===== src/rtl/ahfp_norm_ctrl.sv =====
// ahfp_norm_ctrl: post-subtract normaliser for the floating-point adder.
// Takes an unnormalised mantissa and its biased exponent. It finds the leading
// one, then shifts the mantissa left by at most STEP bits per cycle until the
// MSB is set. The exponent is reduced by the same count. A zero mantissa and
// an exponent underflow are both reported as flushed-to-zero results.
module ahfp_norm_ctrl #(
  parameter int MW   = 48,
  parameter int EW   = 8,
  parameter int STEP = 8
) (
  input  logic          clk,
  input  logic          rst,
  input  logic          in_valid,
  output logic          in_ready,
  input  logic [MW-1:0] in_mant,
  input  logic [EW-1:0] in_exp,
  input  logic          in_sign,
  output logic          out_valid,
  input  logic          out_ready,
  output logic [MW-1:0] out_mant,
  output logic [EW-1:0] out_exp,
  output logic          out_sign,
  output logic          out_zero,
  output logic          out_uf,
  output logic          busy
);

  // The shift counter must hold any leading-zero count, which is at most MW-1.
  localparam int LW = (MW > 1) ? $clog2(MW) : 1;
  // This width holds both the exponent and the count, so comparing and
  // subtracting them cannot overflow.
  localparam int CW = EW + LW;

  localparam logic [1:0] ST_IDLE   = 2'd0;
  localparam logic [1:0] ST_DETECT = 2'd1;
  localparam logic [1:0] ST_SHIFT  = 2'd2;
  localparam logic [1:0] ST_DONE   = 2'd3;

  // Priority leading-zero count over all MW bits. For an all-zero input the
  // result is MW-1; callers screen out zero separately.
  function automatic logic [LW-1:0] lzc_f(input logic [MW-1:0] m);
    logic [LW-1:0] c;
    c = LW'(MW - 1);
    for (int i = 0; i < MW; i++) begin
      if (m[i]) begin
        c = LW'(MW - 1 - i);
      end else begin
        c = c;
      end
    end
    return c;
  endfunction

  logic [1:0]    state_r,     state_nx_s;
  logic [MW-1:0] mant_r,      mant_nx_s;
  logic [EW-1:0] exp_r,       exp_nx_s;
  logic          sign_r,      sign_nx_s;
  logic [LW-1:0] rem_r,       rem_nx_s;
  logic [MW-1:0] out_mant_r,  out_mant_nx_s;
  logic [EW-1:0] out_exp_r,   out_exp_nx_s;
  logic          out_sign_r,  out_sign_nx_s;
  logic          out_zero_r,  out_zero_nx_s;
  logic          out_uf_r,    out_uf_nx_s;
  logic          out_valid_r;
  logic          in_ready_r;
  logic          busy_r;

  logic [LW-1:0] lzc_s;
  logic [CW-1:0] exp_diff_s;
  logic [EW-1:0] exp_adj_s;
  logic          uf_s;
  logic [LW-1:0] amt_s;
  logic [MW-1:0] shifted_s;

  // Leading-zero count, underflow test and the adjusted exponent for DETECT.
  always_comb begin
    lzc_s      = lzc_f(mant_r);
    uf_s       = (CW'(exp_r) <= CW'(lzc_s));
    exp_diff_s = CW'(exp_r) - CW'(lzc_s);
    exp_adj_s  = exp_diff_s[EW-1:0];
  end

  // Shift by this many bits in the current SHIFT cycle: min(remaining, STEP).
  always_comb begin
    amt_s = LW'(STEP);
    if (int'(rem_r) < STEP) begin
      amt_s = rem_r;
    end else begin
      amt_s = LW'(STEP);
    end
    shifted_s = mant_r << amt_s;
  end

  // Next-state and datapath logic for the normalising sequence.
  always_comb begin
    state_nx_s    = state_r;
    mant_nx_s     = mant_r;
    exp_nx_s      = exp_r;
    sign_nx_s     = sign_r;
    rem_nx_s      = rem_r;
    out_mant_nx_s = out_mant_r;
    out_exp_nx_s  = out_exp_r;
    out_sign_nx_s = out_sign_r;
    out_zero_nx_s = out_zero_r;
    out_uf_nx_s   = out_uf_r;
    case (state_r)
      ST_IDLE: begin
        if (in_valid && in_ready_r) begin
          mant_nx_s  = in_mant;
          exp_nx_s   = in_exp;
          sign_nx_s  = in_sign;
          state_nx_s = ST_DETECT;
        end else begin
          state_nx_s = ST_IDLE;
        end
      end
      ST_DETECT: begin
        if (mant_r == '0) begin
          out_mant_nx_s = '0;
          out_exp_nx_s  = '0;
          out_sign_nx_s = 1'b0;
          out_zero_nx_s = 1'b1;
          out_uf_nx_s   = 1'b0;
          state_nx_s    = ST_DONE;
        end else if (uf_s) begin
          out_mant_nx_s = '0;
          out_exp_nx_s  = '0;
          out_sign_nx_s = 1'b0;
          out_zero_nx_s = 1'b0;
          out_uf_nx_s   = 1'b1;
          state_nx_s    = ST_DONE;
        end else begin
          exp_nx_s = exp_adj_s;
          rem_nx_s = lzc_s;
          if (lzc_s != '0) begin
            state_nx_s = ST_SHIFT;
          end else begin
            // Already normalised: publish the operand unchanged.
            out_mant_nx_s = mant_r;
            out_exp_nx_s  = exp_adj_s;
            out_sign_nx_s = sign_r;
            out_zero_nx_s = 1'b0;
            out_uf_nx_s   = 1'b0;
            state_nx_s    = ST_DONE;
          end
        end
      end
      ST_SHIFT: begin
        mant_nx_s = shifted_s;
        rem_nx_s  = rem_r - amt_s;
        if (rem_r == amt_s) begin
          out_mant_nx_s = shifted_s;
          out_exp_nx_s  = exp_r;
          out_sign_nx_s = sign_r;
          out_zero_nx_s = 1'b0;
          out_uf_nx_s   = 1'b0;
          state_nx_s    = ST_DONE;
        end else begin
          state_nx_s = ST_SHIFT;
        end
      end
      ST_DONE: begin
        // Results stay frozen until downstream takes them. The return to
        // IDLE never coincides with an accept because in_ready is low here.
        if (out_ready) begin
          state_nx_s = ST_IDLE;
        end else begin
          state_nx_s = ST_DONE;
        end
      end
      default: begin
        state_nx_s = ST_IDLE;
      end
    endcase
  end

  // State, datapath and registered handshake flags; reset drops any operand.
  always_ff @(posedge clk) begin
    if (rst) begin
      state_r     <= ST_IDLE;
      mant_r      <= '0;
      exp_r       <= '0;
      sign_r      <= 1'b0;
      rem_r       <= '0;
      out_mant_r  <= '0;
      out_exp_r   <= '0;
      out_sign_r  <= 1'b0;
      out_zero_r  <= 1'b0;
      out_uf_r    <= 1'b0;
      out_valid_r <= 1'b0;
      in_ready_r  <= 1'b0;
      busy_r      <= 1'b0;
    end else begin
      state_r     <= state_nx_s;
      mant_r      <= mant_nx_s;
      exp_r       <= exp_nx_s;
      sign_r      <= sign_nx_s;
      rem_r       <= rem_nx_s;
      out_mant_r  <= out_mant_nx_s;
      out_exp_r   <= out_exp_nx_s;
      out_sign_r  <= out_sign_nx_s;
      out_zero_r  <= out_zero_nx_s;
      out_uf_r    <= out_uf_nx_s;
      out_valid_r <= (state_nx_s == ST_DONE);
      in_ready_r  <= (state_nx_s == ST_IDLE);
      busy_r      <= (state_nx_s != ST_IDLE);
    end
  end

  assign in_ready  = in_ready_r;
  assign out_valid = out_valid_r;
  assign busy      = busy_r;
  assign out_mant  = out_mant_r;
  assign out_exp   = out_exp_r;
  assign out_sign  = out_sign_r;
  assign out_zero  = out_zero_r;
  assign out_uf    = out_uf_r;

endmodule


===== config.mk =====
export PLATFORM = sky130hd
export DESIGN_NAME = ahfp_norm_ctrl
export DESIGN_NICKNAME = d
export VERILOG_FILES = /design/src/rtl/ahfp_norm_ctrl.sv
export SDC_FILE = /design/constraint.sdc
export NUM_CORES = 1
export LEC_CHECK = 0
export ABC_AREA = 0
export CAP_MARGIN = 0
export CORE_MARGIN = 4
export CORE_UTILIZATION = 48
export CTS_BUF_LIST = sky130_fd_sc_hd__clkbuf_4 sky130_fd_sc_hd__clkbuf_8
export DETAILED_ROUTE_END_ITERATION = 7
export HOLD_SLACK_MARGIN = 0.02
export PLACE_DENSITY_LB_ADDON = 0.2
export RECOVER_POWER = 25
export SETUP_SLACK_MARGIN = 0.5
export SYNTH_ARGS = -nofsm -noshare
export SYNTH_HDL_FRONTEND = slang
export SYNTH_SLANG_ARGS = --single-unit

===== constraint.sdc =====
create_clock -name clk -period 5.5 [get_ports clk]
set_clock_uncertainty 0.2 [all_clocks]
set_input_delay 1.1 -clock clk [delete_from_list [all_inputs] [get_ports clk]]
set_output_delay 1.1 -clock clk [all_outputs]
set_load 0.02 [all_outputs]

==> flow_summary_export.csv <==
group,metric,value,unit
run_status,status,"finished with violations",
run_status,violations,"capacitance limit, slew limit",
synthesis,synthesis.area,8450,um^2
clock_network,clockBufferDepth,2,
setup_path,path_cells,"nand2b_1 > a221oi_1 > o31ai_1 > a311oi_1 > o211ai_1 > ha_1 > inv_1 > fa_1 > a211oi_1 > o21ai_0 > a211oi_2 > or2_2 > o311ai_4 > buf_4 > a211oi_1 > nor3_1",
synthesis,synth-edff-count,0,
detailed_routing,dr.pass1.iters,5,
setup_path,cp_max_fo,27,
setup_path,cpPeakStageDelay,480,ps
die,die-area,19800,um^2
die,core_area,17300,um^2
power_and_ir_drop,p_leak,3.51,nW
power_and_ir_drop,power_frac_clock,0.130,
place,dp_cells,1259,
die,ios,123,
global_route,grt_pass1_vias,7775,
sta,rsz0062_at_grt,"false",
die,dieHeight,141,um
clock_network,cts.clk_slew.worst_paths,70,ps
place,hpwlAfterDp,16.0,mm
clock_network,h-tree-depth,4,
sta,setup_viol,0,
cells_and_area,final_cell_mix,"177 x nor2_1, 127 x dfxtp_1, 91 x a211oi_1",
power_and_ir_drop,p_comb_frac,0.629,
synthesis,postSynthCellCount,1025,
detailed_routing,wire_per_inst,19.0,um
power_and_ir_drop,power.switching,3.48,mW
setup_path,crit_path_end_kind,"flip-flop",
setup_path,cp.arrival,4720,ps
detailed_routing,vias_per_cell,6.35,
setup_path,cp-start-kind,"flip-flop",
global_route,grt_pass1_wl,40.4,mm
clock_network,holdBufCountCts,0,
detailed_routing,vias,8202,
sta,post-route-min-period,4730,ps
power_and_ir_drop,p_per_area,691,nW/um^2
place,io_buffers,122,
sta,setup_tns,0,ps
worst_hold_path,min_from,"out_sign",
synthesis,ys_async_sr_fraction,0,
global_route,antenna_found_initial,0,
synthesis,ys_ff_latch,127,
global_route,grt_max_degree,84,
clock_network,cts_setup_buffers,0,
cells_and_area,final_common_cell,"nor2_1",
setup_path,crit_type,"flip-flop to flip-flop",
clock_network,root_buffer,"clkbuf_8",
power_and_ir_drop,swShare,0.503,
sta,slew_headroom,-1.43,
power_and_ir_drop,peakVddDrop,0.551,mV
synthesis,ys_seq_area_frac,0.301,
setup_path,setup.worst_path.start,"mant_r[2]",
power_and_ir_drop,pwr-share-seq,0.241,
clock_network,numCtsBuffers,17,
synthesis,yosysWarnings,0,
die,die_w,141,um
sta,maxSlewViolCount,82,
cells_and_area,nNetsFinal,1127,
detailed_routing,wl,24.6,mm
clock_network,cts_resized,0,
sta,timing.final.crit_share,0.860,
clock_network,clk_latency,470,ps
die,start_util,0.488,
place,place.gp.congestion,0.881,
detailed_routing,postRouteAntennaNets,0,
sta,finalHoldViolCount,0,
synthesis,syn_area_per_cell,8.24,um^2
sta,worst-slew-pin-transition,3640,ps
flow_run,drv_cap,1,
synthesis,syn-num-nets,1098,
sta,timing.fmax,211,MHz
clock_network,cts_sinks,127,
global_route,grt.total_usage,0.245,
detailed_routing,drt_iter0_markers,808,
cells_and_area,diodes,0,
setup_path,r2r-start,"mant_r[2]",
setup_path,cpMaxStageDelayCell,"dfxtp_1",
die,rows,48,
detailed_routing,drc,0,
synthesis,ys.flop_type,"dfxtp_1",
cells_and_area,drive_above_1_share,0.114,
clock_network,tritoncts,"built",
setup_path,cpMostUsedCell,"a211oi_1",
synthesis,yosys.cell_types.count,54,
setup_path,cp.required,5480,ps
worst_hold_path,hp-class,"flip-flop to flip-flop",
cells_and_area,nFillCells,1585,
cells_and_area,area_growth,18.4,%
power_and_ir_drop,intPower,3.44,mW
cells_and_area,finalNonFillerCells,1292,
global_route,grt_overflow,0,
[layer usage]
metal | part of all wire | GRT usage | vias to the layer above
met2 | 0.48 | 0.387 | 331
met1 | 0.44 | 0.345 | 3962
li1 | - | - | 3873
met4 | 0.015 | 0.0673 | 0
met3 | 0.064 | 0.0468 | 36
met5 | 0 | 0 | -
[final cells by class]
class	instances	area, um^2	share of cell area
clock inverters	9	131	0.0131
inverters	18	67.6	0.00675
multi-input cells	755	5350	0.535
clock buffers	23	304	0.0304
well taps	225	282	0.0281
flip-flops and latches	127	2540	0.254
repair buffers	135	1330	0.132
[power groups by stage]
stage          clock network (mW)  registers, mW  logic [mW]
6_report                    0.897           1.67        4.35
5_1_grt                     0.955           1.72        4.77
4_1_cts                     0.913           1.65        4.29
3_5_place_dp                    0           1.67        4.26
3_3_place_gp                    0           1.66        4.22
2_1_floorplan                   0           1.51        3.33
[cell usage after synthesis, types with 2 or more instances]
master	n	share of area
o21ai_0	59	0.035
and2_1	4	0.0030
a221oi_2	3	0.0053
mux2i_1	35	0.041
a21o_1	15	0.013
a311oi_1	3	0.0031
nor2_1	179	0.080
nand3_1	11	0.0065
buf_1	9	0.0040
nor4_4	6	0.015
a211oi_1	92	0.082
buf_4	6	0.0053
xnor2_1	3	0.0031
mux4_2	45	0.12
or3_1	3	0.0022
nor2b_1	5	0.0037
nand4_1	3	0.0022
or2_2	2	0.0015
a211oi_2	7	0.010
dfxtp_1	127	0.30
nand2b_1	10	0.0074
a221oi_1	5	0.0052
o21a_1	3	0.0027
o211ai_1	5	0.0044
nand2_1	18	0.0080
clkbuf_1	91	0.040
buf_6	6	0.0080
ha_1	11	0.016
nor3_1	70	0.041
o31ai_1	8	0.0071
o22ai_1	28	0.021
or4_1	3	0.0027
inv_1	18	0.0080
nand4_2	2	0.0030
buf_2	14	0.0083
a21oi_1	90	0.053
nor4_1	6	0.0044
a31oi_1	4	0.0030
[worst max-delay path, delay by kind of cell, from the launching register on]
family	cells	cell delay, ps
adder cells (fa/ha/maj)	2	690
AO/OA/AOI/OAI	9	2190
AND/OR/NAND/NOR	3	560
buffers and inverters	2	330
flip-flops	1	480
[kinds of logic (layout without fill, tap and decap cells)]
logic type | Yosys count | after routing | synth area share
compound gates | 335 | 336 | 0.259
simple gates | 323 | 323 | 0.182
buf+inv | 144 | 185 | 0.0741
flops | 127 | 127 | 0.301
mux | 80 | 80 | 0.161
fa+ha+maj | 12 | 12 | 0.0187
xor+xnor | 3 | 3 | 0.00311
other cells | 1 | 1 | 0.000444
[registers in the layout, indices dropped and copies added (netlist names), 2 cells and up]
name      flops
exp_r         8
state_r       2
out_mant     48
rem_r         6
out_exp       8
mant_r       48
[through the flow]
stage	util	area, um^2	worst slack, ps	total power [mW]	hold slack [ps]
floorplan	-	8450	1690	4.84	264
global placement	0.552	9550	923	5.88	245
detailed placement	0.552	9550	700	5.93	246
CTS	0.577	9980	642	6.86	259
global route	0.578	10000	493	7.44	290
finish	0.578	10000	768	6.91	259
[worst paths after layout]
path | to | slack [ps] | cells past startpoint
max | out_mant[2] | 770 | 16
min | out_sign | 260 | 2
max reg2reg | out_mant[2] | 770 | 16
min reg2reg | out_sign | 260 | 2
Note: power is estimated with default switching activity, not from simulation.
